`src/rtl/bnn_pkg.sv`:
```
// Shared definitions for the binary 3x3 convolution sequencer.
//  - schedStateT : sequencer FSM states
//  - LINE_W0/1   : pixels per line for the conv2 (sel=0) and conv3 (sel=1) paths
//  - K, WIN_OFS  : kernel size and the row/col offset of the first full window
//  - lineWidth() : line length for a given mode select
package bnn_pkg;

    typedef enum logic [1:0] {
        IDLE   = 2'd0,
        CLEAR  = 2'd1,
        STREAM = 2'd2,
        DRAIN  = 2'd3
    } schedStateT;

    localparam int unsigned LINE_W0 = 16;
    localparam int unsigned LINE_W1 = 14;

    localparam int unsigned K       = 3;
    localparam int unsigned WIN_OFS = K - 1;

    function automatic int unsigned lineWidth(input logic sel);
        return sel ? LINE_W1 : LINE_W0;
    endfunction

endpackage

```
`src/rtl/bnn_conv_sched_if.sv`:
```
// Pixel stream link between the feature-map source and the sequencer.
//  frameReq : 1-cycle pulse from the sequencer, source restarts the map at (0,0)
//  pixValid : source has a pixel on its data lines
//  pixReady : sequencer accepts a pixel
// Handshake: a beat happens on every rising clock edge where pixValid and
// pixReady are both 1. The source may raise pixValid at any time and must hold
// its pixel until the beat; pixReady never depends on pixValid, and neither
// side may retract a pending beat except through reset.
interface bnn_conv_sched_if;
    logic frameReq;
    logic pixValid;
    logic pixReady;

    // Source side
    modport master (
        output pixValid,
        input  pixReady,
        input  frameReq
    );

    // Sequencer side
    modport slave (
        input  pixValid,
        output pixReady,
        output frameReq
    );
endinterface

```
`src/rtl/bnn_pos_cnt.sv`:
```
// Row/column position counter for the pixel stream.
//  iCLK, iRST   : clock, synchronous active-high reset
//  iCLR         : synchronous clear back to (0,0)
//  iADV         : accepted beat, advance one pixel
//  iSEL         : line-mode select (picks the line length)
//  iH           : map height in lines (already clamped)
//  oLAST        : current position is the final pixel of the map
//  oWIN_VALID   : a full 3x3 window ends at the current position
//  oTAG_ROW/COL : output coordinate of that window
module bnn_pos_cnt
    import bnn_pkg::*;
#(
    parameter int CW = 5
) (
    input  logic          iCLK,
    input  logic          iRST,
    input  logic          iCLR,
    input  logic          iADV,
    input  logic          iSEL,
    input  logic [CW-1:0] iH,
    output logic          oLAST,
    output logic          oWIN_VALID,
    output logic [CW-1:0] oTAG_ROW,
    output logic [CW-1:0] oTAG_COL
);

    logic [CW-1:0] row;
    logic [CW-1:0] col;
    logic [CW-1:0] colLast;

    assign colLast = CW'(lineWidth(iSEL) - 1);

    assign oLAST      = (row == iH - CW'(1)) && (col == colLast);
    // Windows straddling the left or top edge are never full.
    assign oWIN_VALID = (row >= CW'(WIN_OFS)) && (col >= CW'(WIN_OFS));
    assign oTAG_ROW   = row - CW'(WIN_OFS);
    assign oTAG_COL   = col - CW'(WIN_OFS);

    always_ff @(posedge iCLK) begin
        if (iRST || iCLR) begin
            row <= '0;
            col <= '0;
        end else if (iADV) begin
            if (col == colLast) begin
                col <= '0;
                row <= row + CW'(1);
            end else begin
                col <= col + CW'(1);
            end
        end
    end

endmodule

```
`src/rtl/bnn_conv_sched.sv`:
```
// Sequencer for the binary 3x3 XNOR/popcount convolution datapath.
// For each output channel it clears the datapath, requests a replay of the
// feature map, streams it under valid/ready, and tags the popcount results
// that correspond to full window positions.
// Ports:
//  iCLK, iRST            : clock, synchronous active-high reset
//  iFRAME_START          : pulse to run one layer (only honoured in IDLE)
//  iMODE, iH             : line mode and map height, captured with iFRAME_START
//  pix (slave)           : frameReq / pixValid / pixReady stream link
//  oCONV_START           : 1-cycle datapath clear
//  oCONV_EN              : datapath shift enable (accepted beat)
//  oSEL                  : latched line mode
//  oW_ADDR               : weight ROM address = current channel
//  oOUT_VALID/ROW/COL/CH : result valid flag and its tag, one cycle after the beat
//  oBUSY, oDONE          : not idle / pulse after the final channel
//  oDBG_STATE            : current FSM state
// Optional build macro BNN_CONV_SCHED_PERF_EN adds oPERF_STALL (stream cycles
// without a pixel) and oPERF_CYC (busy cycles), both saturating at 16'hFFFF.
module bnn_conv_sched
    import bnn_pkg::*;
#(
    parameter int MAX_H = 16,
    parameter int N_CH  = 8,
    parameter int CW    = 5
) (
    input  logic                      iCLK,
    input  logic                      iRST,
    input  logic                      iFRAME_START,
    input  logic                      iMODE,
    input  logic [CW-1:0]             iH,
    bnn_conv_sched_if.slave           pix,
    output logic                      oCONV_START,
    output logic                      oCONV_EN,
    output logic                      oSEL,
    output logic [$clog2(N_CH)-1:0]   oW_ADDR,
    output logic                      oOUT_VALID,
    output logic [CW-1:0]             oOUT_ROW,
    output logic [CW-1:0]             oOUT_COL,
    output logic [$clog2(N_CH)-1:0]   oOUT_CH,
    output logic                      oBUSY,
    output logic                      oDONE,
`ifdef BNN_CONV_SCHED_PERF_EN
    output logic [15:0]               oPERF_STALL,
    output logic [15:0]               oPERF_CYC,
`endif
    output schedStateT                oDBG_STATE
);

    localparam int CHW = $clog2(N_CH);
    localparam logic [CHW-1:0] LAST_CH = CHW'(N_CH - 1);

    schedStateT      state;
    schedStateT      stateNext;
    logic [CW-1:0]   hLat;
    logic [CHW-1:0]  ch;
    logic            beat;
    logic            startAccept;
    logic            lastCh;
    logic            posLast;
    logic            winValid;
    logic [CW-1:0]   tagRow;
    logic [CW-1:0]   tagCol;

    function automatic logic [CW-1:0] clampH(input logic [CW-1:0] h);
        if (h < CW'(K)) return CW'(K);
        if (h > CW'(MAX_H)) return CW'(MAX_H);
        return h;
    endfunction

    assign startAccept = (state == IDLE) && iFRAME_START;
    assign lastCh      = (ch == LAST_CH);
    assign beat        = pix.pixValid && pix.pixReady;
    assign oCONV_EN    = beat;
    assign oW_ADDR     = ch;
    assign oBUSY       = (state != IDLE);
    assign oDBG_STATE  = state;

    bnn_pos_cnt #(.CW(CW)) uPos (
        .iCLK       (iCLK),
        .iRST       (iRST),
        .iCLR       (state == CLEAR),
        .iADV       (beat),
        .iSEL       (oSEL),
        .iH         (hLat),
        .oLAST      (posLast),
        .oWIN_VALID (winValid),
        .oTAG_ROW   (tagRow),
        .oTAG_COL   (tagCol)
    );

    always_comb begin
        stateNext    = state;
        pix.pixReady = 1'b0;
        pix.frameReq = 1'b0;
        oCONV_START  = 1'b0;
        case (state)
            IDLE: begin
                if (iFRAME_START) stateNext = CLEAR;
            end
            CLEAR: begin
                oCONV_START  = 1'b1;
                pix.frameReq = 1'b1;
                stateNext    = STREAM;
            end
            STREAM: begin
                pix.pixReady = 1'b1;
                if (beat && posLast) stateNext = DRAIN;
            end
            DRAIN: begin
                stateNext = lastCh ? IDLE : CLEAR;
            end
            default: stateNext = IDLE;
        endcase
    end

    always_ff @(posedge iCLK) begin
        if (iRST) begin
            state      <= IDLE;
            hLat       <= '0;
            oSEL       <= 1'b0;
            ch         <= '0;
            oOUT_VALID <= 1'b0;
            oOUT_ROW   <= '0;
            oOUT_COL   <= '0;
            oOUT_CH    <= '0;
            oDONE      <= 1'b0;
        end else begin
            state      <= stateNext;
            // oDONE lands in the first IDLE cycle, after the last result has
            // left the output register during DRAIN.
            oDONE      <= (state == DRAIN) && lastCh;
            // The datapath output register is one cycle behind the beat, so
            // the tag is registered to line up with it.
            oOUT_VALID <= beat && winValid;
            if (beat && winValid) begin
                oOUT_ROW <= tagRow;
                oOUT_COL <= tagCol;
                oOUT_CH  <= ch;
            end
            if (startAccept) begin
                oSEL <= iMODE;
                hLat <= clampH(iH);
                ch   <= '0;
            end
            // Channel only moves in DRAIN so weights are stable through
            // CLEAR and STREAM; it wraps to 0 after the final channel.
            if (state == DRAIN) begin
                ch <= lastCh ? '0 : ch + CHW'(1);
            end
        end
    end

`ifdef BNN_CONV_SCHED_PERF_EN
    always_ff @(posedge iCLK) begin
        if (iRST || startAccept) begin
            oPERF_STALL <= '0;
            oPERF_CYC   <= '0;
        end else begin
            if (oBUSY && (oPERF_CYC != 16'hFFFF)) begin
                oPERF_CYC <= oPERF_CYC + 16'd1;
            end
            if ((state == STREAM) && !pix.pixValid && (oPERF_STALL != 16'hFFFF)) begin
                oPERF_STALL <= oPERF_STALL + 16'd1;
            end
        end
    end
`endif

endmodule

```
`src/flat_wrapper.sv`:
```
// flat-port wrapper written by rule: the top's interface ports become plain ports
module bnn_conv_sched_flat import bnn_pkg::*;
#(
    parameter int MAX_H = 16,
    parameter int N_CH  = 8,
    parameter int CW    = 5
)
  (iCLK, iRST, iFRAME_START, iMODE, iH, oCONV_START, oCONV_EN, oSEL, oW_ADDR, oOUT_VALID, oOUT_ROW, oOUT_COL, oOUT_CH, oBUSY, oDONE, oDBG_STATE, pix_pixValid, pix_pixReady, pix_frameReq);
  bnn_conv_sched_if pix_i ();
  input  logic iCLK;
  input  logic iRST;
  input  logic iFRAME_START;
  input  logic iMODE;
  input  logic [CW-1:0] iH;
  output logic oCONV_START;
  output logic oCONV_EN;
  output logic oSEL;
  output logic [$clog2(N_CH)-1:0] oW_ADDR;
  output logic oOUT_VALID;
  output logic [CW-1:0] oOUT_ROW;
  output logic [CW-1:0] oOUT_COL;
  output logic [$clog2(N_CH)-1:0] oOUT_CH;
  output logic oBUSY;
  output logic oDONE;
  output schedStateT oDBG_STATE;
  input wire logic [$bits(pix_i.pixValid)-1:0] pix_pixValid;
  output wire logic [$bits(pix_i.pixReady)-1:0] pix_pixReady;
  output wire logic [$bits(pix_i.frameReq)-1:0] pix_frameReq;
  assign pix_i.pixValid = pix_pixValid;
  assign pix_pixReady = pix_i.pixReady;
  assign pix_frameReq = pix_i.frameReq;
  bnn_conv_sched #(.MAX_H(MAX_H), .N_CH(N_CH), .CW(CW)) u_core (.iCLK(iCLK), .iRST(iRST), .iFRAME_START(iFRAME_START), .iMODE(iMODE), .iH(iH), .pix(pix_i), .oCONV_START(oCONV_START), .oCONV_EN(oCONV_EN), .oSEL(oSEL), .oW_ADDR(oW_ADDR), .oOUT_VALID(oOUT_VALID), .oOUT_ROW(oOUT_ROW), .oOUT_COL(oOUT_COL), .oOUT_CH(oOUT_CH), .oBUSY(oBUSY), .oDONE(oDONE), .oDBG_STATE(oDBG_STATE));
endmodule
```
`config.mk`:
```
export PLATFORM = sky130hd
export DESIGN_NAME = bnn_conv_sched_flat
export DESIGN_NICKNAME = d
export VERILOG_FILES = /design/src/rtl/bnn_pkg.sv /design/src/rtl/bnn_conv_sched_if.sv /design/src/rtl/bnn_pos_cnt.sv /design/src/rtl/bnn_conv_sched.sv /design/src/flat_wrapper.sv
export SDC_FILE = /design/constraint.sdc
export NUM_CORES = 1
export LEC_CHECK = 0
export ABC_AREA = 0
export ABC_CLOCK_PERIOD_IN_PS = 2900
export CORE_UTILIZATION = 45
export CTS_CLUSTER_DIAMETER = 50
export DETAILED_ROUTE_END_ITERATION = 10
export PLACE_DENSITY = 0.68
export SLEW_MARGIN = 20
export SYNTH_ARGS = -nofsm -noshare
export SYNTH_HDL_FRONTEND = slang
export SYNTH_SLANG_ARGS = --single-unit
```
`constraint.sdc`:
```
create_clock -name iCLK -period 2.9 [get_ports iCLK]
set_input_delay 0.435 -clock iCLK [delete_from_list [all_inputs] [get_ports iCLK]]
set_output_delay 0.435 -clock iCLK [all_outputs]
set_load 0.01 [all_outputs]
```
Yosys cells after proc, flatten, opt, wreduce, memory -nomap -nowiden. Cells that the tools add are included.

Input bits: 10. Word-level logic and storage cells: 65. Register bits after elaboration: 36. Output and inout port bits: 26.

Reduce and logical (&&, ||, !) cells: 13. Add/sub/neg operators: 7. Mux-type cells: 22. Equality and inequality tests: 8. Magnitude comparators: 4.

Operators by type and width (count): 5-bit 2-to-1 mux (6); 5-bit by 1-bit adder with 5-bit output, second input constant (2); 5-bit == test (2); 5-bit by 2-bit greater-or-equal comparator with 1-bit output, second input constant (2); 1-bit 2-to-1 mux (10); 5-bit by 1-bit subtractor with 5-bit output, second input constant (2); 5-bit by 2-bit subtractor with 5-bit output, second input constant (2); 3-bit 2-to-1 mux (3); 2-bit case mux with 4 select lines (1); 1-bit logical AND (7); 5-bit > comparator, second input constant (1); 5-bit by 2-bit less-than comparator with 1-bit output, second input constant (1); 2-bit == test, second input constant (2); 2-bit 2-to-1 mux (2); 2-bit AND reduction (2); 2-bit nonzero test (2); 3-bit by 1-bit adder with 3-bit output, second input constant (1); 3-bit == test, second input constant (1); 2-bit by 1-bit == test with 1-bit output, second input constant (1); 2-bit logical NOT (1); 2-bit by 1-bit != test with 1-bit output, second input constant (1); 2-bit != test, second input constant (1); 1-bit logical OR (1).

Longest topological paths before layout.
Depth in word-level cells: 9. Depth in mapped cells: 9. Depth with buffers taken out: 8.

By module. A second synthesis with hierarchy kept.

Cells, all modules: 231. Area total of the unflattened synthesis: 1939.4 um^2.

Modules (own cells, without submodules): bnn_conv_sched (times used 1, area an instance 1106.1 um^2, seq. area each 520.5 um^2, cells each 131); bnn_pos_cnt (times used 1, area an instance 833.3 um^2, seq. area each 200.2 um^2, cells each 100).

Least setup slack after synthesis. No wires, ideal clock.

Path kind: reg2reg. Start: register u_core.state[0] (netlist: u_core.oDBG_STATE[0]). End: register u_core.oOUT_COL[2]. Library setup time: 0.086 ns. Clock period less this slack: 2.108 ns. Buffers on the path: 2. Slack: 0.792 ns. Data required time: 2.814 ns. Cell stages (with the launch flop): 10. Arrival time: 2.023 ns. Path through: dfxtp_1 -> inv_1 -> ha_1 -> and2_1 -> buf_2 -> o31ai_1 -> nor2_2 -> buf_2 -> nor2_1 -> a211oi_1.

Longest elaborated chain between the ends: 4.

RTL lines: from (decl) (RTL line bnn_conv_sched.sv:52) `schedStateT state;`; from (signal assigned) (RTL line bnn_conv_sched.sv:128) `state <= stateNext;`; 2-bit == test (RTL line bnn_conv_sched.sv:96) `case (state)`; 1-bit 2-to-1 mux (RTL line bnn_conv_sched.sv:96); via pix_pixReady (RTL line flat_wrapper.sv:27) `output wire logic [$bits(pix_i.pixReady)-1:0] pix_pixReady;`; 1-bit logical AND (RTL line bnn_conv_sched.sv:72) `assign beat = pix.pixValid && pix.pixReady;`; via oCONV_EN (RTL line flat_wrapper.sv:16) `output logic oCONV_EN;`; 1-bit logical AND (RTL line bnn_conv_sched.sv:135) `if (beat && winValid) begin`; to (signal assigned) (RTL line bnn_conv_sched.sv:137) `oOUT_COL <= tagCol;`; to (decl) (RTL line bnn_conv_sched.sv:38) `output logic [CW-1:0] oOUT_COL,`.

The timed path passes the listed nets, and every way through them passes these cells. A chain may end at the register's enable or synchronous reset.

Final worst setup path.
Start: register u_core.state[0] (netlist: u_core.oDBG_STATE[0]). End: output oCONV_EN.

Longest elaborated chain between the ends: 3.

RTL lines (RTL line): 2-bit == test (bnn_conv_sched.sv:96); 1-bit 2-to-1 mux (bnn_conv_sched.sv:96); 1-bit logical AND (bnn_conv_sched.sv:72); to (decl) (flat_wrapper.sv:16).

No other way between the ends.

==> run metrics <==
clock transition at the registers of the reported paths around 0.070 ns; initial antenna violation count 0; register area 721 sq um; WL final 3490 microns; Tightest Hold Check Type register to register; crit path kind register to output port; RSZ-0062 raised after global routing false; largest net degree at the start of global routing 27; layout filler cell count approximately 360; CTS Hold Bufs 0; peak supply drop approximately 0.28 mV; vias in the first global route 1,335; Placement Setup Slack 0.679 ns; CTS root buf clkbuf_8; # nets final 268; 1st-pass router iterations 4; drc violations 0; CTS resizes 0; Worst slew margin 0.622; Total Routing Usage GR 0.186; max cap viols 0; CP Launch Type register; Synth Register Bits 36; number of setup buffers added after CTS 0; I/O pin count 36; P_leak 0.864 nW; drt initial violations 38; CP Data Required Time between 2 and 2.5 ns; via count 1,430; fraction of layout cells with a size suffix above 1 0.0700; global route overflow 0; Cell Rows 22; Power per Cell Area slightly below 600 nW/um^2; Placed Instance Area 2210 sq um; post-route setup TNS 0 ns; Crit. End Element output port; CTS tree done; setup violators final 0; Netlist cell types 34; vias per cell 4.91; Design Power 1.34 mW; Yosys Warn Count 0; Die Ht 65.4 microns; Core ar. between 3000 and 4000 sq um; Inserted Diodes 0; Routed WL per cell 12.0 microns; Data arrival, critical path 1.97 ns; I/O Buffers 35; die width between 60 and 70 microns; worst skew pair latency 0.28 ns; Min Clock Period, post-route 2.40 ns; ANT nets after route 0; setup ws final just under 0.5 ns; FF-to-FF setup slack 0.84 ns; outcome finished, final reports clean; Mean Syn Cell Area between 8 and 9 sq um; Synth Instances 204; max-slew violations 0; worst clock skew approximately 0.004 ns; post-synthesis sequential area ratio 0.399; period utilisation layout 0.829; Initial Utilization 0.483; Slew @ Worst Pin 0.565 ns; multi-input logic area between 1000 and 1500 sq um; global-route wire length before repair 6020 microns; # H-tree levels 2; Non-Filler Instances a little under 300; die area approximately 4300 sq um; worst-path maximum fanout 8; final hold violation count 0; TritonCTS buffer count 5; CTS sink cnt 36; placed insts 283; Peak Freq 416 MHz; Netlist Area Pre-Place 1810 sq um; Placer Congestion around 0.75; synthesis-to-layout area growth 27.4%; clock buffer depth 2; Final HPWL DP 2550 microns; Final Cell Area ~2300 sq um; synthesized net count 230
power by group:
part           total, mW  internal [mW]  switching, mW
clock network      0.359          0.194          0.165
logic              0.420          0.203          0.217
registers          0.566          0.525         0.0406
Yosys cell counts:
| library cell | count | share of area |
|---|---|---|
| mux2i_1 | 8 | 0.044 |
| a311oi_1 | 1 | 0.0048 |
| o21ai_0 | 1 | 0.0028 |
| a2111oi_1 | 1 | 0.0055 |
| nor3_1 | 7 | 0.019 |
| nand3_2 | 1 | 0.0055 |
| o31ai_1 | 1 | 0.0042 |
| nor2_2 | 1 | 0.0035 |
| buf_2 | 2 | 0.0055 |
| nor2_1 | 39 | 0.081 |
| o2111a_1 | 1 | 0.0062 |
| or2_2 | 2 | 0.0069 |
| a211oi_2 | 2 | 0.014 |
| nand3_1 | 5 | 0.014 |
| or3_1 | 1 | 0.0035 |
| nor4_4 | 1 | 0.012 |
| o22ai_1 | 1 | 0.0035 |
| nand4_1 | 2 | 0.0069 |
| dfxtp_1 | 36 | 0.40 |
| and2_1 | 1 | 0.0035 |
| xor2_1 | 6 | 0.029 |
| inv_1 | 13 | 0.027 |
| a31oi_1 | 1 | 0.0035 |
| nor3b_1 | 2 | 0.0083 |
| a2bb2oi_1 | 1 | 0.0048 |
| nand2b_1 | 3 | 0.010 |
| a21oi_1 | 10 | 0.028 |
| a211oi_1 | 7 | 0.029 |
| buf_4 | 1 | 0.0042 |
| nor2b_1 | 3 | 0.010 |
| nand2_1 | 10 | 0.021 |
| clkbuf_1 | 5 | 0.010 |
| xnor2_1 | 12 | 0.058 |
| ha_1 | 16 | 0.11 |
layer usage:
layer | vias to the layer above | global-route usage | part of all wire
met3 | 7 | 0.0434 | 0.033
met1 | 642 | 0.249 | 0.51
met2 | 23 | 0.282 | 0.44
li1 | 758 | - | -
met4 | 0 | 0.0815 | 0.019
met5 | - | 0 | 0
cell type report:
type	count	area share
Multi-Input combinational cell	147	0.435
Tap cell	48	0.0261
Clock buffer	8	0.0392
Sequential cell	36	0.313
Inverter	13	0.0212
Timing Repair Buffer	39	0.165
path summary, 6_finish.rpt:
check                       startpoint              endpoint  cells past startpoint
setup / recovery  u_core.oDBG_STATE[0]              oCONV_EN                      4
hold / removal      u_core.oOUT_COL[0]    u_core.oOUT_COL[0]                      2
setup reg to reg  u_core.oDBG_STATE[0]  u_core.oDBG_STATE[0]                      8
hold reg to reg     u_core.oOUT_COL[0]    u_core.oOUT_COL[0]                      2
cells in the final DEF, fill, tap and decap left out, types with 3 or more instances in the layout:
master           synthesis  routed
a211oi_1                 7       7
a21oi_1                 10      10
buf_4                    1       4
clkbuf_8                 0       6
clkdlybuf4s50_1          0      35
dfxtp_1                 36      36
ha_1                    16      16
inv_1                   13      13
mux2i_1                  8       8
nand2_1                 10      10
nand2b_1                 3       3
nand3_1                  5       5
nor2_1                  39      39
nor2b_1                  3       3
nor3_1                   7       7
xnor2_1                 12      12
xor2_1                   6       6
stage by stage:
stage	hold slack, ns	utilization
finish	0.489	0.615
global route	0.517	0.615
CTS	0.491	0.615
detailed placement	0.480	0.591
global placement	0.471	0.591
floorplan	0.449	-
state kept, by name, indices dropped and copies added (netlist names):
register,cells
u_core.oOUT_CH,3
u_core.uPos.col,5
u_core.oW_ADDR,3
u_core.oOUT_COL,5
u_core.oDONE,1
u_core.uPos.row,5
u_core.oSEL,1
u_core.oOUT_ROW,5
u_core.oDBG_STATE,2
u_core.oOUT_VALID,1
u_core.hLat,5
critical path, stage by stage, from the launching register on:
cell,delay [ns]
dfxtp_1,0.35
inv_1,0.15
ha_1,0.28
and2_1,0.32
clkdlybuf4s50_1,0.59
logic make-up (layout without fill, tap and decap cells):
family | count (synthesis) | in the layout | synth area share
flops | 36 | 36 | 0.399
buf+inv | 21 | 60 | 0.0471
compound gates | 27 | 27 | 0.106
mux | 8 | 8 | 0.0443
simple gates | 78 | 78 | 0.206
fa+ha+maj | 16 | 16 | 0.111
xor+xnor | 18 | 18 | 0.0873
(Power assumes the default switching activity.)
